===== src/rtl/cpu.sv =====
// Minimal 8-bit single-cycle processor: 16-word parameterised program ROM,
// four general registers exposed on reg1..reg4, Z/C flags and a sticky halt.
module cpu #(
    parameter logic [255:0] PROGRAM = 256'h0000_0000_0000_0000_0000_0000_0000_0000_F000_7100_4D00_2C00_3900_2800_1403_1005
) (
    input  logic       clk,
    input  logic       reset,
    input  logic       cs,
    output logic [7:0] reg1,
    output logic [7:0] reg2,
    output logic [7:0] reg3,
    output logic [7:0] reg4
);

    localparam logic [3:0] OP_NOP  = 4'h0;
    localparam logic [3:0] OP_LDI  = 4'h1;
    localparam logic [3:0] OP_MOV  = 4'h2;
    localparam logic [3:0] OP_ADD  = 4'h3;
    localparam logic [3:0] OP_SUB  = 4'h4;
    localparam logic [3:0] OP_AND  = 4'h5;
    localparam logic [3:0] OP_OR   = 4'h6;
    localparam logic [3:0] OP_XOR  = 4'h7;
    localparam logic [3:0] OP_NOT  = 4'h8;
    localparam logic [3:0] OP_SHL  = 4'h9;
    localparam logic [3:0] OP_SHR  = 4'hA;
    localparam logic [3:0] OP_INC  = 4'hB;
    localparam logic [3:0] OP_DEC  = 4'hC;
    localparam logic [3:0] OP_JMP  = 4'hD;
    localparam logic [3:0] OP_JZ   = 4'hE;
    localparam logic [3:0] OP_HALT = 4'hF;

    // Word i of the ROM image lives at bits [16*i+15 : 16*i].
    function automatic logic [15:0] rom_word(input logic [3:0] idx);
        logic [7:0] base;
        base = {idx, 4'h0};
        return PROGRAM[base +: 16];
    endfunction

    logic [7:0] regs_r [0:3];
    logic [3:0] pc_r;
    logic       z_r;
    logic       c_r;
    logic       halted_r;

    logic [15:0] instr_s;
    logic [3:0]  op_s;
    logic [1:0]  rd_s;
    logic [1:0]  rs_s;
    logic [7:0]  imm_s;
    logic [7:0]  a_s;
    logic [7:0]  b_s;
    logic [8:0]  wide_s;
    logic [7:0]  result_s;
    logic        carry_s;
    logic        wr_en_s;
    logic        z_en_s;
    logic        c_en_s;
    logic        halt_s;
    logic [3:0]  pc_next_s;
    logic        step_s;

    // Instruction fetch and field decode from the current PC.
    always_comb begin
        instr_s = rom_word(pc_r);
        op_s    = instr_s[15:12];
        rd_s    = instr_s[11:10];
        rs_s    = instr_s[9:8];
        imm_s   = instr_s[7:0];
        a_s     = regs_r[rd_s];
        b_s     = regs_r[rs_s];
        step_s  = cs & ~halted_r;
    end

    // Execute: ALU result, flag enables and next PC for the fetched instruction.
    always_comb begin
        wide_s    = 9'h000;
        result_s  = 8'h00;
        carry_s   = c_r;
        wr_en_s   = 1'b0;
        z_en_s    = 1'b0;
        c_en_s    = 1'b0;
        halt_s    = 1'b0;
        pc_next_s = pc_r + 4'd1;
        case (op_s)
            OP_NOP: begin
                wr_en_s = 1'b0;
            end
            OP_LDI: begin
                result_s = imm_s;
                wr_en_s  = 1'b1;
            end
            OP_MOV: begin
                result_s = b_s;
                wr_en_s  = 1'b1;
            end
            OP_ADD: begin
                wide_s   = {1'b0, a_s} + {1'b0, b_s};
                result_s = wide_s[7:0];
                carry_s  = wide_s[8];
                wr_en_s  = 1'b1;
                z_en_s   = 1'b1;
                c_en_s   = 1'b1;
            end
            OP_SUB: begin
                // Bit 8 of the 9-bit difference is the borrow (a < b).
                wide_s   = {1'b0, a_s} - {1'b0, b_s};
                result_s = wide_s[7:0];
                carry_s  = wide_s[8];
                wr_en_s  = 1'b1;
                z_en_s   = 1'b1;
                c_en_s   = 1'b1;
            end
            OP_AND: begin
                result_s = a_s & b_s;
                wr_en_s  = 1'b1;
                z_en_s   = 1'b1;
            end
            OP_OR: begin
                result_s = a_s | b_s;
                wr_en_s  = 1'b1;
                z_en_s   = 1'b1;
            end
            OP_XOR: begin
                result_s = a_s ^ b_s;
                wr_en_s  = 1'b1;
                z_en_s   = 1'b1;
            end
            OP_NOT: begin
                result_s = ~a_s;
                wr_en_s  = 1'b1;
                z_en_s   = 1'b1;
            end
            OP_SHL: begin
                result_s = {a_s[6:0], 1'b0};
                carry_s  = a_s[7];
                wr_en_s  = 1'b1;
                z_en_s   = 1'b1;
                c_en_s   = 1'b1;
            end
            OP_SHR: begin
                result_s = {1'b0, a_s[7:1]};
                carry_s  = a_s[0];
                wr_en_s  = 1'b1;
                z_en_s   = 1'b1;
                c_en_s   = 1'b1;
            end
            OP_INC: begin
                wide_s   = {1'b0, a_s} + 9'd1;
                result_s = wide_s[7:0];
                carry_s  = wide_s[8];
                wr_en_s  = 1'b1;
                z_en_s   = 1'b1;
                c_en_s   = 1'b1;
            end
            OP_DEC: begin
                wide_s   = {1'b0, a_s} - 9'd1;
                result_s = wide_s[7:0];
                carry_s  = wide_s[8];
                wr_en_s  = 1'b1;
                z_en_s   = 1'b1;
                c_en_s   = 1'b1;
            end
            OP_JMP: begin
                pc_next_s = imm_s[3:0];
            end
            OP_JZ: begin
                if (z_r) begin
                    pc_next_s = imm_s[3:0];
                end else begin
                    pc_next_s = pc_r + 4'd1;
                end
            end
            OP_HALT: begin
                halt_s    = 1'b1;
                pc_next_s = pc_r;
            end
            default: begin
                wr_en_s = 1'b0;
            end
        endcase
    end

    // Architectural state: commits one instruction per enabled, un-halted edge.
    always_ff @(posedge clk or negedge reset) begin
        if (!reset) begin
            for (int i = 0; i < 4; i++) begin
                regs_r[i] <= 8'h00;
            end
            pc_r     <= 4'h0;
            z_r      <= 1'b0;
            c_r      <= 1'b0;
            halted_r <= 1'b0;
        end else if (step_s) begin
            if (wr_en_s) begin
                regs_r[rd_s] <= result_s;
            end else begin
                regs_r[rd_s] <= regs_r[rd_s];
            end
            if (z_en_s) begin
                z_r <= (result_s == 8'h00);
            end else begin
                z_r <= z_r;
            end
            if (c_en_s) begin
                c_r <= carry_s;
            end else begin
                c_r <= c_r;
            end
            pc_r     <= pc_next_s;
            halted_r <= halt_s;
        end else begin
            pc_r     <= pc_r;
            z_r      <= z_r;
            c_r      <= c_r;
            halted_r <= halted_r;
        end
    end

    assign reg1 = regs_r[0];
    assign reg2 = regs_r[1];
    assign reg3 = regs_r[2];
    assign reg4 = regs_r[3];

endmodule


===== config.mk =====
export PLATFORM = sky130hd
export DESIGN_NAME = cpu
export DESIGN_NICKNAME = d
export VERILOG_FILES = /design/src/rtl/cpu.sv
export SDC_FILE = /design/constraint.sdc
export NUM_CORES = 1
export LEC_CHECK = 0
export ABC_CLOCK_PERIOD_IN_PS = 5100
export CORE_ASPECT_RATIO = 0.75
export CORE_MARGIN = 2
export CORE_UTILIZATION = 45
export DETAILED_ROUTE_END_ITERATION = 16
export PLACE_DENSITY = 0.65
export SYNTH_ARGS = -nofsm -noshare
export SYNTH_HDL_FRONTEND = slang
export SYNTH_SLANG_ARGS = --single-unit

===== constraint.sdc =====
create_clock -name clk -period 5.1 [get_ports clk]
set_clock_uncertainty 0.05 [all_clocks]
set_input_delay 1.02 -clock clk [delete_from_list [all_inputs] [get_ports clk]]
set_output_delay 1.02 -clock clk [all_outputs]
set_load 0.05 [all_outputs]

# Yosys cells after proc, flatten, opt, wreduce, memory -nomap -nowiden
# Index checks and enable logic that the tools add are counted.
[word_totals]
input_bits = 3
ff_bits = 38
[classes]
addsub = 5
eq_ne = 15
n_lt_le_gt_ge = 3
mux = 17
n_shift = 1
n_reduce_logical = 6
n_bitwise = 9
[op_table]
columns = ["op", "count"]
rows = [
  ["$shiftx 256x9->16 const A", 1],
  ["$pmux 8 s12", 1],
  ["$bwmux 32", 2],
  ["$mux 8", 5],
  ["$bmux 8 s2", 2],
  ["$eq 4x4->1 const B", 8],
  ["$mux 32", 1],
  ["$demux 8 s2", 1],
  ["$eq 4x3->1 const B", 4],
  ["$pmux 4 s3", 1],
  ["$reduce_or 12->1", 1],
  ["$reduce_or 10->1", 1],
  ["$add 8x1->8 const B", 1],
  ["$add 8x8->8", 1],
  ["$and 8x8->8", 1],
  ["$eq 4x2->1 const B", 2],
  ["$logic_not 8->1", 1],
  ["$not 8->8", 1],
  ["$or 8x8->8", 1],
  ["$sub 8x1->8 const B", 1],
  ["$sub 8x8->8", 1],
  ["$xor 8x8->8", 1],
  ["$ge 3x3->1 const B", 2],
  ["$not 2->3", 2],
  ["other kinds (9)", 13],
]

# Longest topological paths before layout
[logic_depth]
ltp_word = 9
depth_mapped = 20
ltp_nobuf = 17

# Worst setup path after synthesis
# No wires, ideal clock.
[synth_timing]
kind = "register to register"
startpoint = "register pc_r[1]"
endpoint = "register regs_r, in the netlist reg3[6]"
slack_ps = 732
period_less_slack_ps = 4368
t_arrival_ps = 4183
required_ps = 4915
setup_time_ps = 135
stages_incl_launch_ff = 20
cell_sequence = "dfrtp_1 -> clkbuf_1 -> buf_2 -> inv_1 -> ha_1 -> mux2i_1 -> or2_1 -> buf_2 -> mux2_2 -> and2_1 -> a31oi_1 -> nor2_1 -> a211oi_1 -> ha_1 -> or2_2 -> a21o_1 -> nand3_1 -> nor4bb_1 -> a21boi_1 -> o21ai_0"
[synth_between]
elab_chain_cells = 9
[synth_lines]
columns = ["item", "line_no", "text"]
rows = [
  ["start, declared", "40", "logic [3:0] pc_r;"],
  ["start signal, assigned", "209", "pc_r <= pc_next_s;"],
  ["start signal, assigned", "212", "pc_r <= pc_r;"],
  ["$shiftx 256x9->16 *", "36", "return PROGRAM[base +: 16];"],
  ["$not 2->3 (on tied branches)", "-", ""],
  ["$bmux 8 s2 (on tied branches)", "69, 197, 70", ""],
  ["$mux 8 (on tied branches) (2 in series)", "69, 197, 70", ""],
  ["$sub 8x1->8 (tied with other cells)", "156", "wide_s = {1'b0, a_s} - 9'd1;"],
  ["$pmux 8 s12", "84", "case (op_s)"],
  ["$bwmux 32", "195", "regs_r[rd_s] <= result_s;"],
  ["$mux 32 *", "194", "if (wr_en_s) begin"],
  ["end signal, assigned by index", "195", ""],
  ["end signal, assigned by index", "197", "regs_r[rd_s] <= regs_r[rd_s];"],
  ["end, declared", "39", "logic [7:0] regs_r [0:3];"],
]
# Mark *: on every way between the ends. The rest lies on a longest branch, timed or not. The select of a mux whose other input is x is not followed.
# A chain may end at the register's enable or synchronous reset.

# Final worst setup path
[layout_timing]
startpoint = "register pc_r[0]"
endpoint = "register regs_r, in the netlist reg3[2]"
# The elaborated chain is that of the path after synthesis.

==> flow_summary.ini <==
[critical_path]
r2r_end = reg3[2]$_DFFE_PN0P_
critPathSlowestCell = sky130_fd_sc_hd__a2111oi_1
setup.reg_to_reg.worst_slack_ps = 280
r2r.worst_path.cells = 17
worstPathRequired_ps = 5240
timing.critical_path.max_delay_family = multiplexers
r2r-start = pc_r[0]$_DFFE_PN0P_
start_kind = flop
worst_path_class_setup = flop to flop
number_of_stages_on_the_worst_setup_path = 17
cp_data_arrival_time_ps = 4960
crit_path_cell_trace = inv_1 -> ha_1 -> mux2i_1 -> or2_1 -> mux2_2 -> inv_1 -> a21oi_1 -> nor2_1 -> a311oi_1 -> fa_1 -> xnor2_1 -> nor2_1 -> a2111oi_1 -> buf_4 -> and4_1 -> nand2_1 -> mux2_2
crit_path_max_fanout = 9
critPathMaxStageDelay_ps = 570
cp_num_buf_inv = 3
critical_path.endpoint_type = flop

[grt]
global_route_wire_length_before_repair_um = 18870
grtUsageTotal_pct = 28.73
remaining_global_route_overflow = 0
first_global_vias = 3411
antenna_found_initial = 0
grt_max_degree = 39

[synth]
synthCells = 418
post-synth-top-area-cell = sky130_fd_sc_hd__dfrtp_1
seq_area_frac_synth_pct = 26.63
postSynthAreaPerCell_um2 = 8.543
synth.yosys.warnings = 0
flip_flop_and_latch_count_after_synthesis = 38
synth_cell_type_count = 76
synth_fp_nets = 450
asyncSetResetFlopFracSynth_pct = 100.0
post_synth_main_area_contributors = sky130_fd_sc_hd__dfrtp_1 (27%), sky130_fd_sc_hd__ha_1 (9.8%), sky130_fd_sc_hd__mux2i_1 (4.8%)
synth_enable_flop_cells = 0
synthDominantCellAreaShare_pct = 26.63
post_synth_instance_area_um2 = 3571
main_flop_type_after_synthesis = sky130_fd_sc_hd__dfrtp_1

[drt]
drt_first_iter_violations = 364
drc = 0
firstDrtPassIters = 5
met3_length_um = 1161
routed_wirelength_um = 11940
wl_met1_um = 5418
met2_length_um = 5196
per_cell_via_count_in_the_routed_design = 6.300
highest_layer = met4
wl_per_cell_um = 21.17
antenna_viol_nets_final = 0
vias = 3553

[min_path]
holdCritPathClass = flop to flop
worstHoldEndpoint = halted_r$_DFFE_PN0P_
worstHoldStart = halted_r$_DFFE_PN0P_
min_delay_path_depth = 1

[cts]
number_of_cts_inserted_buffers = 5
holdBufCountCts = 0
cts_tree = done
path_clk_slew_ps = 80
cts.root.buffer_cell = sky130_fd_sc_hd__clkbuf_8
worst_skew_pair.late_latency_ps = 300
clock_tree.buffer_depth = 2
tritoncts_num_sinks = 38
htree_num_levels = 2

[cells_and_area]
antenna_cells_inserted = 0
final-instance-count-excl-fill = 564
fraction_of_layout_instances_using_a_drive_strength_above_1_pct = 13.73
layout-area-overhead-vs-synth_pct = 18.47
fillers = 747
final_net_count = 490

[floorplan]
ios = 35
core_area_um2 = 7777
die_w_um = 106.9
floorplan.rows = 28
initial_core_util_pct = 45.91
floorplan.die_area_um2 = 8671
die_height_um = 81.15

[timing]
slew_headroom_pct = 41.98
unrepaired_setup_endpoints_after_global_routing = false
max_slew.worst_pin.slew_ps = 870.3
fmax_mhz = 207.4
hold_viol_final = 0
report.final.setup_viol = 0
fin_crit_sh_pct = 94.54
period_needed_ps = 4821
timing.setup.tns_ps = 0
timing.final.max_slew_violations = 0

[place]
gp_congestion = 1.050
place_inst = 556
port_buffers = 34
dp.final_hpwl_um = 9130

[job]
max_cap_violations = 0

[outcome]
status = finished, final reports clean
routing by layer:
metal	global-route usage [%]	vias to the layer above
met5	0	-
met4	6.623	0
met3	7.384	25
met2	43.82	192
met1	41.02	1701
li1	-	1635
cell usage after synthesis, types with 8 or more instances:
master / n
sky130_fd_sc_hd__ha_1: 28
sky130_fd_sc_hd__mux2_2: 10
sky130_fd_sc_hd__nor3_1: 16
sky130_fd_sc_hd__nand3_1: 8
sky130_fd_sc_hd__nand2_1: 28
sky130_fd_sc_hd__dfrtp_1: 38
sky130_fd_sc_hd__inv_1: 27
sky130_fd_sc_hd__mux2i_1: 17
sky130_fd_sc_hd__o21ai_0: 27
sky130_fd_sc_hd__nor2_1: 40
sky130_fd_sc_hd__a21oi_1: 30
sky130_fd_sc_hd__clkbuf_1: 10
cells by family after synthesis:
logic type	after synthesis	synth area share, %
AOI/OAI and AO/OA	121	22.88
xor gates and xnor gates	4	0.9813
adders and majority gates	29	10.37
buffers and inverters	50	6.237
DFF	38	26.63
muxes	33	11.46
and+or+nand+nor	143	21.44
worst register-to-register path: cells and delay by family (launching register included):
family,cells,cell delay (ps)
XOR/XNOR,1,210
multiplexers,3,1060
flip-flops,1,450
AO/OA/AOI/OAI,3,720
adder cells (fa/ha/maj),2,830
AND/OR/NAND/NOR,5,980
buffers and inverters,3,420
per-stage QoR:
stage                     instance area [um2]  setup slack (ps)  util [%]  hold slack [ps]
final                                    4230             278.7     54.39            418.2
after global routing                     4230             22.23     54.39            445.9
after CTS                                4225             321.8     54.33            420.0
after detailed placement                 4088             343.0     52.56            400.7
after global placement                   4088             339.2     52.56            392.3
after floorplan                          3571             731.6         -            377.9
cell usage in the layout, fill, tap and decap left out, types with 4 or more instances in the layout:
| cell type | n |
|---|---|
| sky130_fd_sc_hd__ha_1 | 28 |
| sky130_fd_sc_hd__buf_4 | 22 |
| sky130_fd_sc_hd__a21o_1 | 4 |
| sky130_fd_sc_hd__nand2b_1 | 4 |
| sky130_fd_sc_hd__nand3_1 | 8 |
| sky130_fd_sc_hd__nor4b_2 | 4 |
| sky130_fd_sc_hd__a31oi_1 | 6 |
| sky130_fd_sc_hd__clkdlybuf4s50_1 | 33 |
| sky130_fd_sc_hd__mux2_2 | 10 |
| sky130_fd_sc_hd__nor2b_1 | 4 |
| sky130_fd_sc_hd__a22oi_1 | 6 |
| sky130_fd_sc_hd__or3_1 | 5 |
| sky130_fd_sc_hd__inv_1 | 27 |
| sky130_fd_sc_hd__mux4_2 | 5 |
| sky130_fd_sc_hd__mux2i_1 | 16 |
| sky130_fd_sc_hd__nor3_1 | 16 |
| sky130_fd_sc_hd__o21ai_0 | 27 |
| sky130_fd_sc_hd__clkbuf_8 | 5 |
| sky130_fd_sc_hd__a21oi_1 | 30 |
| sky130_fd_sc_hd__dfrtp_1 | 38 |
| sky130_fd_sc_hd__nand4_1 | 5 |
| sky130_fd_sc_hd__o31ai_1 | 6 |
| sky130_fd_sc_hd__nand2_1 | 28 |
| sky130_fd_sc_hd__nor2_1 | 40 |
state kept, by name, indices dropped and copies added, names as in the netlist:
name / flops
reg1: 8
reg2: 8
reg4: 8
pc_r: 4
z_r: 1
reg3: 8
halted_r: 1
layout make-up:
type                       count  area [um2]  area share (%)
clock buffer                   5       68.82           1.627
clock inverter                 3       68.82           1.627
inverter                      27       101.3           2.396
multi-input combinational    330        2409           56.94
sequential                    38       950.9           22.48
tap                          105       131.4           3.106
timing repair buffer          56       500.5           11.83
worst max path at each step:
stage,endpoint,slack [ps],from
floorplan,reg3[6]$_DFFE_PN0P_,730,pc_r[1]$_DFFE_PN0P_
global placement,reg4[2]$_DFFE_PN0P_,340,pc_r[0]$_DFFE_PN0P_
detailed placement,reg3[2]$_DFFE_PN0P_,340,pc_r[0]$_DFFE_PN0P_
CTS,reg3[2]$_DFFE_PN0P_,320,pc_r[0]$_DFFE_PN0P_
global route,reg3[6]$_DFFE_PN0P_,20,pc_r[0]$_DFFE_PN0P_
finish,reg3[2]$_DFFE_PN0P_,280,pc_r[0]$_DFFE_PN0P_
timing repair:
| action | 4_1_cts | 5_1_grt |
|---|---|---|
| setup endpoints to repair | 0 | 9 |
| buffers inserted | 0 | 0 |
| resized for setup | 0 | 2 |
Power is not shown: default switching activity piles up to over one toggle a cycle in this logic, so the estimate is an artifact.
